`config.mk`:
```
export PLATFORM = sky130hd
export DESIGN_NAME = pc_redirect_if
export DESIGN_NICKNAME = d
export VERILOG_FILES = /design/src/rtl/rv32_pipe_pkg.sv /design/src/rtl/pc_next_sel.sv /design/src/rtl/pc_redirect_if.sv
export SDC_FILE = /design/constraint.sdc
export NUM_CORES = 1
export LEC_CHECK = 0
export ABC_CLOCK_PERIOD_IN_PS = 2110
export CORE_ASPECT_RATIO = 1.1
export CORE_MARGIN = 8
export CORE_UTILIZATION = 30
export CTS_CLUSTER_SIZE = 30
export DETAILED_ROUTE_END_ITERATION = 16
export GPL_ROUTABILITY_DRIVEN = 1
export GPL_TIMING_DRIVEN = 1
export PLACE_DENSITY = 0.57
export SLEW_MARGIN = 5
export SYNTH_ARGS = -nofsm -noshare
export SYNTH_HDL_FRONTEND = slang
export SYNTH_SLANG_ARGS = --single-unit
export TNS_END_PERCENT = 20
```
`constraint.sdc`:
```
create_clock -name clk -period 2.11 [get_ports clk]
set_input_delay 0.422 -clock clk [delete_from_list [all_inputs] [get_ports clk]]
set_output_delay 0.422 -clock clk [all_outputs]
set_load 0.02 [all_outputs]
```
`src/rtl/rv32_pipe_pkg.sv`:
```
// Shared pipeline constants and types for the RV32 fetch/redirect path.
package rv32_pipe_pkg;

    localparam int unsigned XLEN    = 32;
    localparam int unsigned PC_STEP = 4;
    localparam logic [XLEN-1:0] RESET_PC_DEFAULT = 32'h0000_0000;

    typedef enum logic [0:0] {
        PEND_IDLE = 1'b0,
        PEND_WAIT = 1'b1
    } pend_state_e;

    // Fetch targets are word-aligned; low bits are simply dropped.
    function automatic logic [XLEN-1:0] align_pc(input logic [XLEN-1:0] pc);
        return {pc[XLEN-1:2], 2'b00};
    endfunction

endpackage

```
`src/rtl/pc_next_sel.sv`:
```
// Combinational next-PC priority mux with squash strobes for the fetch stage.
module pc_next_sel
    import rv32_pipe_pkg::*;
(
    input  logic [XLEN-1:0] pc,
    input  logic            pend,
    input  logic [XLEN-1:0] pend_target,
    input  logic            br_taken_EX,
    input  logic [XLEN-1:0] br_target_EX,
    input  logic            jalr_EX,
    input  logic [XLEN-1:0] jalr_target_EX,
    input  logic            jal_ID,
    input  logic [XLEN-1:0] jal_target_ID,
    output logic [XLEN-1:0] next_pc,
    output logic            redirect_valid,
    output logic [XLEN-1:0] redirect_target,
    output logic            flushD,
    output logic            flushE
);

    logic            ex_redir;
    logic            jal_ok;
    logic [XLEN-1:0] ex_target;
    logic [XLEN-1:0] jal_target;

    assign ex_redir   = br_taken_EX | jalr_EX;
    assign ex_target  = align_pc(br_taken_EX ? br_target_EX : jalr_target_EX);
    assign jal_target = align_pc(jal_target_ID);
    // JAL only acts when no older redirect is in flight.
    assign jal_ok     = jal_ID & ~ex_redir & ~pend;

    assign redirect_valid  = ex_redir | jal_ok;
    assign redirect_target = ex_redir ? ex_target : jal_target;
    assign flushD          = ex_redir | jal_ok;
    assign flushE          = ex_redir;

    // A fresh EX redirect supersedes any older pending target.
    always_comb begin
        next_pc = pc + XLEN'(PC_STEP);
        if (ex_redir) begin
            next_pc = ex_target;
        end else if (pend) begin
            next_pc = pend_target;
        end else if (jal_ok) begin
            next_pc = jal_target;
        end
    end

endmodule

```
`src/rtl/pc_redirect_if.sv`:
```
// Fetch PC register and stall-tolerant redirect holder.
module pc_redirect_if
    import rv32_pipe_pkg::*;
#(
    parameter logic [XLEN-1:0] RESET_PC = RESET_PC_DEFAULT
) (
    input  logic            clk,
    input  logic            rst,
    input  logic            bubbleF,
    input  logic            br_taken_EX,
    input  logic [XLEN-1:0] br_target_EX,
    input  logic            jalr_EX,
    input  logic [XLEN-1:0] jalr_target_EX,
    input  logic            jal_ID,
    input  logic [XLEN-1:0] jal_target_ID,
    output logic [XLEN-1:0] pc_IF,
    output logic            flushD,
    output logic            flushE,
    output logic            redirect_pending
);

    pend_state_e     state_q, state_d;
    logic [XLEN-1:0] pend_tgt_q, pend_tgt_d;
    logic [XLEN-1:0] pc_d;
    logic [XLEN-1:0] sel_next_pc;
    logic            sel_redirect_valid;
    logic [XLEN-1:0] sel_redirect_target;
    logic            sel_flushD;
    logic            sel_flushE;

    pc_next_sel u_sel (
        .pc              (pc_IF),
        .pend            (state_q == PEND_WAIT),
        .pend_target     (pend_tgt_q),
        .br_taken_EX     (br_taken_EX),
        .br_target_EX    (br_target_EX),
        .jalr_EX         (jalr_EX),
        .jalr_target_EX  (jalr_target_EX),
        .jal_ID          (jal_ID),
        .jal_target_ID   (jal_target_ID),
        .next_pc         (sel_next_pc),
        .redirect_valid  (sel_redirect_valid),
        .redirect_target (sel_redirect_target),
        .flushD          (sel_flushD),
        .flushE          (sel_flushE)
    );

    assign flushD           = sel_flushD & ~rst;
    assign flushE           = sel_flushE & ~rst;
    assign redirect_pending = (state_q == PEND_WAIT);

    always_ff @(posedge clk or posedge rst) begin
        if (rst) begin
            state_q    <= PEND_IDLE;
            pend_tgt_q <= '0;
            pc_IF      <= RESET_PC;
        end else begin
            state_q    <= state_d;
            pend_tgt_q <= pend_tgt_d;
            pc_IF      <= pc_d;
        end
    end

    // While stalled, any accepted redirect is parked; once fetch runs, the mux decides.
    always_comb begin
        state_d    = state_q;
        pend_tgt_d = pend_tgt_q;
        pc_d       = pc_IF;
        if (!bubbleF) begin
            pc_d    = sel_next_pc;
            state_d = PEND_IDLE;
        end else if (sel_redirect_valid) begin
            pend_tgt_d = sel_redirect_target;
            state_d    = PEND_WAIT;
        end
    end

endmodule
```
-- Yosys cells after proc, flatten, opt, wreduce, memory -nomap -nowiden
Index checks and enable logic that the tools add are counted.
- register bits after elaboration: 65
- input bits: 102
- output and inout bits: 35
- word-level logic and storage cells: 22
- add/subtract/negate cells: 1
- eq/ne operators: 1
- muxes and demuxes: 7
- bitwise gates (word level): 9
- reduce and logical (&&, ||, !) cells: 1
- operators with widths (cell ; count):
    2-to-1 mux 32 bit ; 5
    adder 32 x 3 -> 32 bit (second input constant) ; 1
    AND 1 bit ; 4
    inverter 1 bit ; 3
    2-to-1 mux 1 bit ; 2
    != test 2 x 1 -> 1 bit (second input constant) ; 1
    OR 1 bit ; 2
    AND reduction 2 bit ; 1

-- Logic depth before layout (Yosys ltp)
- depth in word-level cells: 7
- gate-level depth with buffers: 8
- gate-level depth less buffers: 6

-- Modules after synthesis
A second synthesis with hierarchy kept.
- cell total of the unflattened synthesis: 513
- area total of the unflattened synthesis: 4834.6 um^2
- modules (own cells, without submodules) (module ; instances ; cells each ; area an instance (um^2) ; seq. area each (um^2)):
    pc_redirect_if ; 1 ; 141 ; 2558.7 ; 1626.6
    pc_next_sel ; 1 ; 372 ; 2275.9 ; 0.0

-- Worst setup path before layout
Ideal clock, no wire load.
- path type: reg2reg
- start point: register pc_IF[2]
- end point: register pc_IF[16]
- setup time: 0.126 ns
- arrival: 1.805 ns
- data required time: 1.984 ns
- slack: 0.179 ns
- stages on the path, launching flop included: 9
- path buffers: 2
- period minus slack after synthesis: 1.931 ns
- cell sequence: dfrtp_1 > ha_1 > and3_1 > buf_4 > and4_4 > buf_6 > a311oi_1 > nor2_1 > o32a_1
- word-level cells in the longest chain between the ends: 4
- RTL lines (item ; RTL line ; RTL):
    from (decl) ; pc_redirect_if.sv:16 ; output logic [XLEN-1:0] pc_IF,
    from (signal assigned) ; pc_redirect_if.sv:60 ; pc_IF <= pc_d;
    adder 32 x 3 -> 32 bit ; pc_next_sel.sv:39 ; next_pc = pc + XLEN'(PC_STEP);
    2-to-1 mux 32 bit ; pc_next_sel.sv:44 ; end else if (jal_ok) begin
    2-to-1 mux 32 bit ; pc_next_sel.sv:42 ; end else if (pend) begin
    2-to-1 mux 32 bit ; pc_next_sel.sv:40 ; if (ex_redir) begin
No other way between the ends.
A chain may end at the register's enable or synchronous reset.

-- Worst setup path after layout
- start point: input jal_ID
- end point: register pc_IF[17]
- word-level cells in the longest chain between the ends: 5
- RTL lines (item ; RTL line ; RTL):
    from (decl) ; pc_redirect_if.sv:14 ; input logic jal_ID,
    AND 1 bit (2 in series) ; pc_next_sel.sv:30 ; assign jal_ok = jal_ID & ~ex_redir & ~pend;
    2-to-1 mux 32 bit ; pc_next_sel.sv:44 ;
    2-to-1 mux 32 bit ; pc_next_sel.sv:42 ;
    2-to-1 mux 32 bit ; pc_next_sel.sv:40 ;
No other way between the ends.

==> qor.yml <==
clocking:
  cts_buffer_depth: 2
  postCtsSetupBuffers: 0
  clock_sinks: 61
  root_buffer: "clkbuf_16"
  h-tree-depth: 3
  numCtsBuffers: 9
  worstSkewPairLatency_ns: 0.33
  tritoncts: "built"
  path_clk_slew_ns: 0.05
setup_path:
  reg2reg_slack_ns: 0.15
  arrival_ns: 2.25
  startpoint: "jal_ID"
  worstSetupPathType: "input pin to register"
  reg2reg_from: "pc_IF[3]$_DFFE_PP0N_"
  cp.required_ns: 2.32
  path_cells: "clkdlybuf4s50_1 > buf_4 > inv_2 > o311ai_0 > a31oi_1 > o32a_1"
  crit_path_start_kind: "input pin"
  crit_slowest_cell: "clkdlybuf4s50_1"
  crit_fanout: 18
  cp-end-kind: "register"
  max_stage_delay_ns: 0.56
timing:
  final_max_slew_viol_count: 0
  period_needed_ns: 2.04
  min_period_over_period_pct: 96.5
  finalHoldViolCount: 0
  tightest_slew_ns: 0.648
  relSlewSlack_pct: 56.6
  fin_worst_skew_ns: 0.00477
  final-setup-viol-count: 0
  setup_tns_ns: 0
  max_freq_mhz: 491
  rsz0062_at_grt: "no"
logic_synthesis:
  ys_ff_latch: 61
  synth_top_area_share_pct: 33.7
  synth_edf_count: 0
  avgSynthCellArea_um2: 7.72
  synth_cell_types: 72
  synth_top_area_cell: "dfrtp_1"
  netlist_area_um2: 4530
  ys.warnings.count: 0
  synth_commonest_cells: "nand2_1, dfrtp_1, o21ai_0"
  synth_flop_cell: "dfrtp_1"
  synth_area_leaders: "dfrtp_1, nand2_1, o21ai_0"
  ys_seq_area_share_pct: 33.7
  syn_inst: 586
  yosys.cell_count.top_type: "nand2_1"
  async_flop_share_pct: 100
global_routing:
  grt_antenna_before_repair: 0
  grt_pass1_wl_mm: 28.1
  grt.total_usage_pct: 18.6
  overflow: 0
  grt_max_degree: 62
  grt_pass1_vias: 5167
detailed_routing:
  dr.pass1.iters: 5
  routedWlPerCell_um: 19.4
  wirelength_mm: 18.1
  detail-route-antenna-nets: 0
  dr_total_vias: 5170
  drt-initial-drc-count: 380
  route.detailed.drc: 0
  vias_per_cell: 5.53
floorplanning:
  die_y_um: 145
  dieArea_um2: 19300
  io_pins: 137
  coreArea_um2: 14900
  rows: 47
  die_w_um: 133
  start_util_pct: 30.4
power_and_ir_drop:
  finalPower_mw: 4.47
  p_per_area_nw_per_um2: 672
  p_leak_nw: 2.77
  ir_drop_v: 0.000299
layout:
  nets: 837
  nFillCells: 1481
  multi_input_area_um2: 2720
  seq_area_um2: 1530
  syn2layout_area_growth_pct: 47.1
  antenna_cells: 0
  drive_gt1_share_pct: 13.9
place:
  gp_congestion: 0.904
  io_buffers: 128
  place_hpwl_mm: 13.9
status:
  status: "finished clean"
min_path:
  hold_path_class: "input pin to async pin"
job:
  maxCapViolCount: 0
-- per-layer routing --
layer  wire (um)  track usage, %
met1        7720            23.1
met2        8740            30.8
met3        1110            3.28
met4         562            8.75
met5           0               0
-- worst max-delay path, delay by kind of cell --
kind | cells | cell delay (ns)
AO/OA/AOI/OAI | 3 | 0.76
buffers and inverters | 3 | 1.05
-- cell type report --
type | count | area share [%]
Multi-Input combinational cell | 460 | 40.9
Timing Repair Buffer | 187 | 26.8
Sequential cell | 61 | 22.9
Clock buffer | 12 | 3.85
Tap cell | 196 | 3.68
Clock inverter | 4 | 1.05
Inverter | 15 | 0.846
-- registers in the layout (all words and copies together), names as in the netlist --
name	flops
pc_IF	30
pend_tgt_q	30
redirect_pending	1
-- what timing repair did --
action,in CTS,in global routing
setup endpoints to repair,4,3
pin swaps,0,0
hold buffers,0,0
resized for setup,5,3
-- cells in the final DEF, fill, tap and decap left out, drive strengths merged, types with 7 or more instances in the layout --
master	netlist	final
and3	15	15
dfrtp	61	61
nand2	96	96
nand2b	8	8
nand3	10	10
nand4	12	12
mux2	10	10
a21oi	47	47
clkdlybuf4s50	0	123
mux2i	12	12
o21ai	61	61
a211oi	12	12
o31ai	8	8
nor2	51	51
buf	33	61
clkbuf	18	13
o311ai	7	7
inv	15	15
a31oi	10	10
-- per-stage QoR --
step / cell area (um^2) / worst slack, ns / hold slack, ns / std cells / util (%)
after floorplan: 4530 / 0.175 / 0.441 / 587 / -
after global placement: 6330 / -0.383 / 0.456 / 919 / 42.6
after detailed placement: 6330 / -0.421 / 0.466 / 919 / 42.6
after CTS: 6660 / 0.0126 / 0.386 / 935 / 44.8
after global routing: 6660 / 0.00494 / 0.411 / 935 / 44.7
final: 6660 / 0.0737 / 0.392 / 935 / 44.7
-- final timing paths --
path                                              end  cells past startpoint
max                             pc_IF[17]$_DFFE_PP0N_                      6
min                         pend_tgt_q[3]$_DFFE_PP0P_                      2
max reg2reg                     pc_IF[28]$_DFFE_PP0N_                      6
min reg2reg                pend_tgt_q[15]$_DFFE_PP0P_                      2
max in group asynchronous       pc_IF[22]$_DFFE_PP0N_                      3
min in group clk           pend_tgt_q[15]$_DFFE_PP0P_                      2
-- logic make-up after synthesis --
family / count (synthesis) / synth area share [%]
AOI/OAI and AO/OA: 213 / 30.7
xor gates and xnor gates: 4 / 0.774
adders and majority gates: 1 / 0.276
buffers and inverters: 66 / 6.61
DFF: 61 / 33.7
muxes: 22 / 5.14
other: 1 / 0.0829
and+or+nand+nor: 218 / 22.7
-- power breakdown --
group,switching [mW],internal (mW)
Sequential,0.181,1.34
Clock,0.546,1.09
Combinational,0.662,0.650
Total,1.39,3.08
No activity file was read; power rests on OpenSTA's default activity.
